--- src/rtl/query_patch_assembler.sv ---
// Packs PATCH_SIZE FIFO words into one query patch and writes it to the
// query-patch memory, NUM_QUERYS patches per start pulse.
module query_patch_assembler #(
  parameter int DATA_WIDTH = 11,
  parameter int PATCH_SIZE = 5,
  parameter int NUM_QUERYS = 512,
  parameter int ADDR_WIDTH = 9
) (
  input  logic                             clk,
  input  logic                             rst_n,
  input  logic                             start,
  input  logic                             fifo_rempty_n,
  input  logic [DATA_WIDTH-1:0]            fifo_rdata,
  output logic                             fifo_deq,
  output logic                             qp_mem_csb0,
  output logic                             qp_mem_web0,
  output logic [ADDR_WIDTH-1:0]            qp_mem_addr0,
  output logic [DATA_WIDTH*PATCH_SIZE-1:0] qp_mem_wpatch0,
  output logic                             busy,
  output logic                             done
);

  localparam int PW = DATA_WIDTH * PATCH_SIZE;
  localparam int CW = $clog2(PATCH_SIZE + 1);

  typedef enum logic [1:0] {
    IDLE,
    COLLECT,
    WRITE,
    FINISH
  } state_e;

  state_e                state_q, state_d;
  logic [CW-1:0]         word_cnt_q, word_cnt_d;
  logic [ADDR_WIDTH-1:0] patch_cnt_q, patch_cnt_d;
  logic [PW-1:0]         patch_q, patch_d;
  logic                  csb_q, csb_d;
  logic [ADDR_WIDTH-1:0] addr_q, addr_d;
  logic [PW-1:0]         wdata_q, wdata_d;
  logic                  last_word;
  logic                  last_patch;

  assign last_word  = (word_cnt_q == CW'(PATCH_SIZE - 1));
  assign last_patch = (patch_cnt_q == ADDR_WIDTH'(NUM_QUERYS - 1));

  always_ff @(posedge clk or negedge rst_n) begin
    if (!rst_n) begin
      state_q <= IDLE;
    end else begin
      state_q <= state_d;
    end
  end

  always_comb begin
    state_d = state_q;
    unique case (state_q)
      IDLE:    if (start) state_d = COLLECT;
      COLLECT: if (fifo_rempty_n && last_word) state_d = WRITE;
      WRITE:   state_d = last_patch ? FINISH : COLLECT;
      FINISH:  state_d = IDLE;
      default: state_d = IDLE;
    endcase
  end

  always_comb begin
    fifo_deq = (state_q == COLLECT) && fifo_rempty_n;
    busy     = (state_q == COLLECT) || (state_q == WRITE);
    done     = (state_q == FINISH);
  end

  // Patch assembly; the write bundle includes the word dequeued this cycle
  always_comb begin
    word_cnt_d  = word_cnt_q;
    patch_cnt_d = patch_cnt_q;
    patch_d     = patch_q;
    csb_d       = 1'b1;
    addr_d      = addr_q;
    wdata_d     = wdata_q;
    unique case (state_q)
      IDLE: begin
        if (start) begin
          word_cnt_d  = '0;
          patch_cnt_d = '0;
        end
      end
      COLLECT: begin
        if (fifo_deq) begin
          patch_d[DATA_WIDTH*word_cnt_q +: DATA_WIDTH] = fifo_rdata;
          word_cnt_d = word_cnt_q + 1'b1;
          if (last_word) begin
            word_cnt_d = '0;
            csb_d      = 1'b0;
            addr_d     = patch_cnt_q;
            wdata_d    = patch_d;
          end
        end
      end
      WRITE: begin
        if (!last_patch) patch_cnt_d = patch_cnt_q + 1'b1;
      end
      default: ;
    endcase
  end

  always_ff @(posedge clk or negedge rst_n) begin
    if (!rst_n) begin
      word_cnt_q  <= '0;
      patch_cnt_q <= '0;
      patch_q     <= '0;
      csb_q       <= 1'b1;
      addr_q      <= '0;
      wdata_q     <= '0;
    end else begin
      word_cnt_q  <= word_cnt_d;
      patch_cnt_q <= patch_cnt_d;
      patch_q     <= patch_d;
      csb_q       <= csb_d;
      addr_q      <= addr_d;
      wdata_q     <= wdata_d;
    end
  end

  assign qp_mem_csb0    = csb_q;
  assign qp_mem_web0    = csb_q;
  assign qp_mem_addr0   = addr_q;
  assign qp_mem_wpatch0 = wdata_q;

endmodule

--- config.mk ---
export PLATFORM = sky130hd
export DESIGN_NAME = query_patch_assembler
export DESIGN_NICKNAME = d
export VERILOG_FILES = /design/src/rtl/query_patch_assembler.sv
export SDC_FILE = /design/constraint.sdc
export NUM_CORES = 1
export LEC_CHECK = 0
export ABC_AREA = 1
export BUFFER_PORTS_ARGS = -buffer_cell sky130_fd_sc_hd__buf_4
export CAP_MARGIN = 10
export CORE_MARGIN = 3
export CORE_UTILIZATION = 52
export DETAILED_ROUTE_END_ITERATION = 10
export HOLD_SLACK_MARGIN = 0.15
export MAX_ROUTING_LAYER = met4
export PLACE_DENSITY = 0.81
export RECOVER_POWER = 50
export REMOVE_ABC_BUFFERS = 1
export SKIP_LAST_GASP = 1
export SYNTH_ARGS = -nofsm -noshare
export SYNTH_HDL_FRONTEND = slang
export SYNTH_SLANG_ARGS = --single-unit
--- constraint.sdc ---
create_clock -name clk -period 2.1 [get_ports clk]
set_clock_uncertainty 0.2 [all_clocks]
set_input_delay 0 -clock clk [delete_from_list [all_inputs] [get_ports clk]]
set_output_delay 0 -clock clk [all_outputs]
set_load 0.01 [all_outputs]
### Yosys cells after proc, flatten, opt, wreduce, memory -nomap -nowiden

Index checks and enable logic that the tools add are counted.

* equal/unequal tests: 9
* shifts and indexed selects: 2
* reductions and logical operators: 11
* mux-type cells: 15
* multipliers: 1
* add/subtract/negate cells: 3

Operators by type and width (number)
* 55-bit bitwise mux: 1
* 11-bit by 34-bit variable shift with 55-bit output (first input constant): 1
* 11-bit by 34-bit indexed part select with 55-bit output: 1
* 7-bit negation with 34-bit output: 1
* 9-bit 2-to-1 mux: 2
* 9-bit one-hot mux with 2 select lines: 1
* 9-bit by 1-bit adder with 9-bit output (second input constant): 1
* 9-bit equality test (second input constant): 1
* 3-bit 2-to-1 mux: 3
* 3-bit AND reduction: 3
* 2-bit inequality test (second input constant): 4
* 2-bit one-hot mux with 4 select lines: 1
* 4-bit by 3-bit multiplier with 7-bit output (first input constant): 1
* 2-bit 2-to-1 mux: 3
* 3-bit one-hot mux with 2 select lines: 1
* 2-bit equality test (second input constant): 2
* 2-bit AND reduction: 2
* 2-bit nonzero test: 2
* 3-bit by 1-bit adder with 3-bit output (second input constant): 1
* 3-bit equality test (second input constant): 1
* 1-bit 2-to-1 mux: 3
* 2-bit by 1-bit equality test with 1-bit output (second input constant): 1
* 1-bit logical AND: 2
* 2-bit zero test: 1
* 1-bit logical OR: 1

* register bits: 134
* output and inout port bits: 69
* bits of input ports: 15

### Logic depth before layout (Yosys ltp)

* depth in word-level cells: 4
* gate-level depth with buffers: 13

### Least setup slack after synthesis

Ideal clock, no wire load.

* path type: register to register
* start point: register word_cnt_q[0]
* end point: register patch_q[1]
* cell stages (with the launch flop): 10
* arrival time: 1.899 ns
* period minus slack after synthesis: 2.229 ns
* slack: -0.129 ns
* cells stage by stage: dfrtp_1 > buf_4 > inv_1 > ha_1 > ha_1 > buf_6 > clkbuf_1 > nand4_1 > nand3_1 > o21ai_0

* cells in the longest elaborated chain, start to end: 4
* elaborated cells on any way between the ends: 5
* classes of those cells: add/sub: 1; mul: 1; shift: 2; mux: 1

RTL lines
* from (decl): line 34 `logic [CW-1:0] word_cnt_q, word_cnt_d;`
* from (signal assigned): line 114 `word_cnt_q <= word_cnt_d;`
* 4-bit by 3-bit multiplier with 7-bit output *: line 88 `patch_d[DATA_WIDTH*word_cnt_q +: DATA_WIDTH] = fifo_rdata;`
* 7-bit negation with 34-bit output *: line 88
* 11-bit by 34-bit indexed part select with 55-bit output / 11-bit by 34-bit variable shift with 55-bit output (equally long branches): line 88
* 55-bit bitwise mux *: line 88
* to (signal assigned): line 116 `patch_q <= patch_d;`
* to (decl): line 36 `logic [PW-1:0] patch_q, patch_d;`

Mark *: on every way between the ends. The rest lies on a longest branch, timed or not.
A chain may end at the register's enable or synchronous reset.

### Worst setup path in the final report

* start point: register word_cnt_q[1]
* end point: register patch_q[54]

The elaborated chain is that of the path after synthesis.

==> flow_metrics.tcl <==
set metrics [dict create \
    layout_commonest_cell "nand2_1" \
    path_class "flop to flop" \
    final_cell_mix "nand2_1 (342), dfrtp_1 (133), nand3_1 (78)" \
    nets 931 \
    startpoint "word_cnt_q[1]" \
    grt_pass1_vias 5277 \
    p_leak_nw 4.090 \
    yosysUniqueCellTypes 20 \
    pwr-share-comb 0.316 \
    status "completed" \
    drv_cap 0 \
    drcViolationCount 0 \
    syn2layout_area_growth_pct 23.48 \
    design.core.area_um2 11660 \
    postSynthAreaPerCell_um2 7.934 \
    fillerInstances 992 \
    clock_path_buffers 2 \
    cp-endpoint "patch_q[54]" \
    grt_max_degree 57 \
    drt-initial-drc-count 574 \
    swShare 0.3486 \
    antenna_found_initial 0 \
    routed_wl_um 16200 \
    grt_use_total 0.2539 \
    slew_headroom 0.4900 \
    power.internal_mw 5.912 \
    pwr-share-seq 0.345 \
    syn_area_um2 6331 \
    max_freq_mhz 495.5 \
    clk_latency_ns 0.42 \
    p_clk_frac 0.338 \
    n_antenna_cell 0 \
    place_inst 1004 \
    pre_cts_slack_ns -0.008051 \
    peakVddDrop_v 0.0006307 \
    ys_ff_latch 134 \
    p_sw_mw 3.163 \
    cts_tree "yes" \
    dieHeight_um 116.3 \
    first_pass_iters 6 \
    final_util 0.6703 \
    post-synth-top-area-fraction 0.5257 \
    startpoint_type "flop" \
    drt.antenna.violating_nets 0 \
    hold_viol 0 \
    ys_warn_count 0 \
    met3_usage 0.05389 \
    io_pins 84 \
    yosys.area.top_type "dfrtp_1" \
    layout-drive-gt1-share 0.1168 \
    finalPower_mw 9.075 \
    grt_pass1_wl_um 25980 \
    vias 5668 \
    fin_area_um2 7818 \
    layout_worst_path_cycle_share 0.9610 \
    dpl.hpwl_um 10210 \
    placed_cell_area_um2 7147 \
    cp.arrival_ns 2.12 \
    clk_pin_slew_ns 0.06 \
    worstReg2RegStart "word_cnt_q[1]" \
    cts_sinks 134 \
    crit_chain "inv_1 -> ha_4 -> ha_4 -> buf_4 -> nor2_4 -> buf_4 -> nand3_1 -> nand3_1 -> o21ai_0" \
    required_ns 2.20 \
    die_x_um 116.3 \
    min_period_ns 2.018 \
    grt_remaining_overflow 0 \
    drv_slew 0 \
    synth_area_leaders "dfrtp_1 (53%), nand2_1 (21%), nand3_1 (6.2%)" \
    setup_violations 0 \
    detail_route.wl_per_cell_um 15.29 \
    routabilityCongestion 0.8250 \
    grt.met2_usage 0.3879 \
    cts_max_level 4 \
    ys_seq_area_frac 0.5298 \
    busiest_layer "met2" \
    ff2ff_path_depth 9 \
    final-instance-count-excl-fill 1059 \
    cpPeakStageDelay_ns 0.37 \
    rsz0062_at_grt "no" \
    port_buffers 83 \
    r2r_slack_ns 0.08 \
    r2r-end "patch_q[54]" \
    finalWorstSetupSlack_ns 0.08182 \
    critPathMaxFanout 5 \
    worst_pin_slew_ns 0.7650 \
    dieArea_um2 13540 \
    vias_per_cell 5.352 \
    root_buffer "clkbuf_16" \
    crit_path_end_kind "flop" \
    use_met1 0.3446 \
    cts_buffers 17 \
    power.density_nw_per_um2 1161 \
    start_util 0.5429 \
    hold_class "flop to flop" \
    synth_cells 798 \
    rows 39 \
    crit_slowest_cell "dfrtp_1" \
]
==> per-layer routing <==
| metal | vias to the layer above | wire (um) |
|---|---|---|
| met1 | 2654 | 7098 |
| met3 | 28 | 1130 |
| met4 | 0 | 274 |
| met2 | 239 | 7693 |
| li1 | 2747 | - |
| met5 | - | 0 |
==> worst min path at each step <==
stage | startpoint | to | slack, ns | cells after the start
finish | patch_q[29] | patch_q[29] | 0.28 | 2
global route | patch_q[39] | patch_q[39] | 0.29 | 2
CTS | patch_q[39] | patch_q[39] | 0.28 | 2
detailed placement | rst_n | patch_q[8] | -0.22 | 1
global placement | rst_n | patch_q[8] | -0.22 | 1
floorplan | rst_n | patch_cnt_q[0] | -0.50 | 0
==> power groups by stage <==
stage	clock network, mW	logic [mW]	registers, mW
floorplan	0	1.52	3.20
global placement	0	2.53	3.15
detailed placement	0	2.59	3.16
CTS	3.09	2.71	3.13
global route	3.22	3.20	3.17
finish	3.07	2.87	3.13
==> through the flow <==
step | hold WS, ns | TNS [ns]
3_5_place_dp | -0.2247 | -0.008051
5_1_grt | 0.2902 | 0
3_3_place_gp | -0.2173 | 0
4_1_cts | 0.2752 | 0
6_report | 0.2763 | 0
2_1_floorplan | -0.4956 | -82.74
==> state kept, by name, indices dropped and copies added (netlist names) <==
register and cells:
qp_mem_csb0 1, patch_q 55, state_q 2, patch_cnt_q 9
qp_mem_wpatch0 55, qp_mem_addr0 9, word_cnt_q 3
==> worst max-delay path: cells and delay by family (launching register included) <==
kind / cells / cell delay, ns
adder cells (fa/ha/maj): 2 / 0.35
flip-flops: 1 / 0.37
AND/OR/NAND/NOR: 3 / 0.42
AO/OA/AOI/OAI: 1 / 0.09
buffers and inverters: 3 / 0.46
==> final cells by class <==
type / count / area [um^2] / area share
multi-input combinational: 562 / 2596 / 0.3321
inverter: 58 / 220.2 / 0.02817
tap: 143 / 178.9 / 0.02289
clock inverter: 12 / 151.4 / 0.01937
timing repair buffer: 130 / 849.6 / 0.1087
sequential: 134 / 3354 / 0.4291
clock buffer: 20 / 466.7 / 0.05970
==> cell families after synthesis <==
kind of cell	count (synthesis)	synth area share
AND/OR/NAND/NOR	458	0.2996
adder cells (fa/ha/maj)	13	0.02569
flip-flops	134	0.5298
buffers and inverters	103	0.07371
AO/OA/AOI/OAI	90	0.07115
==> repair_timing <==
item                                   in CTS  in global routing
pin swaps                                   0                  4
gates resized for setup                     4                 24
buffers inserted                            0                  4
hold buffers                               16                  0
gates cloned                                1                  2
setup endpoints to repair                  20                 81
endpoints found under the hold margin     265                  0
==> synthesized netlist by cell type <==
master,n
clkbuf_1,12
nand2_2,1
nor2_4,4
nor2_2,1
nand4_1,17
nand2_1,346
ha_1,13
buf_6,1
inv_1,56
o21ai_1,21
inv_2,2
or2_2,1
buf_4,13
dfrtp_1,133
buf_2,19
nand3_1,78
a21oi_1,4
o21ai_0,65
nor2_1,10
dfstp_2,1
No activity file was read; power rests on OpenSTA's default activity.
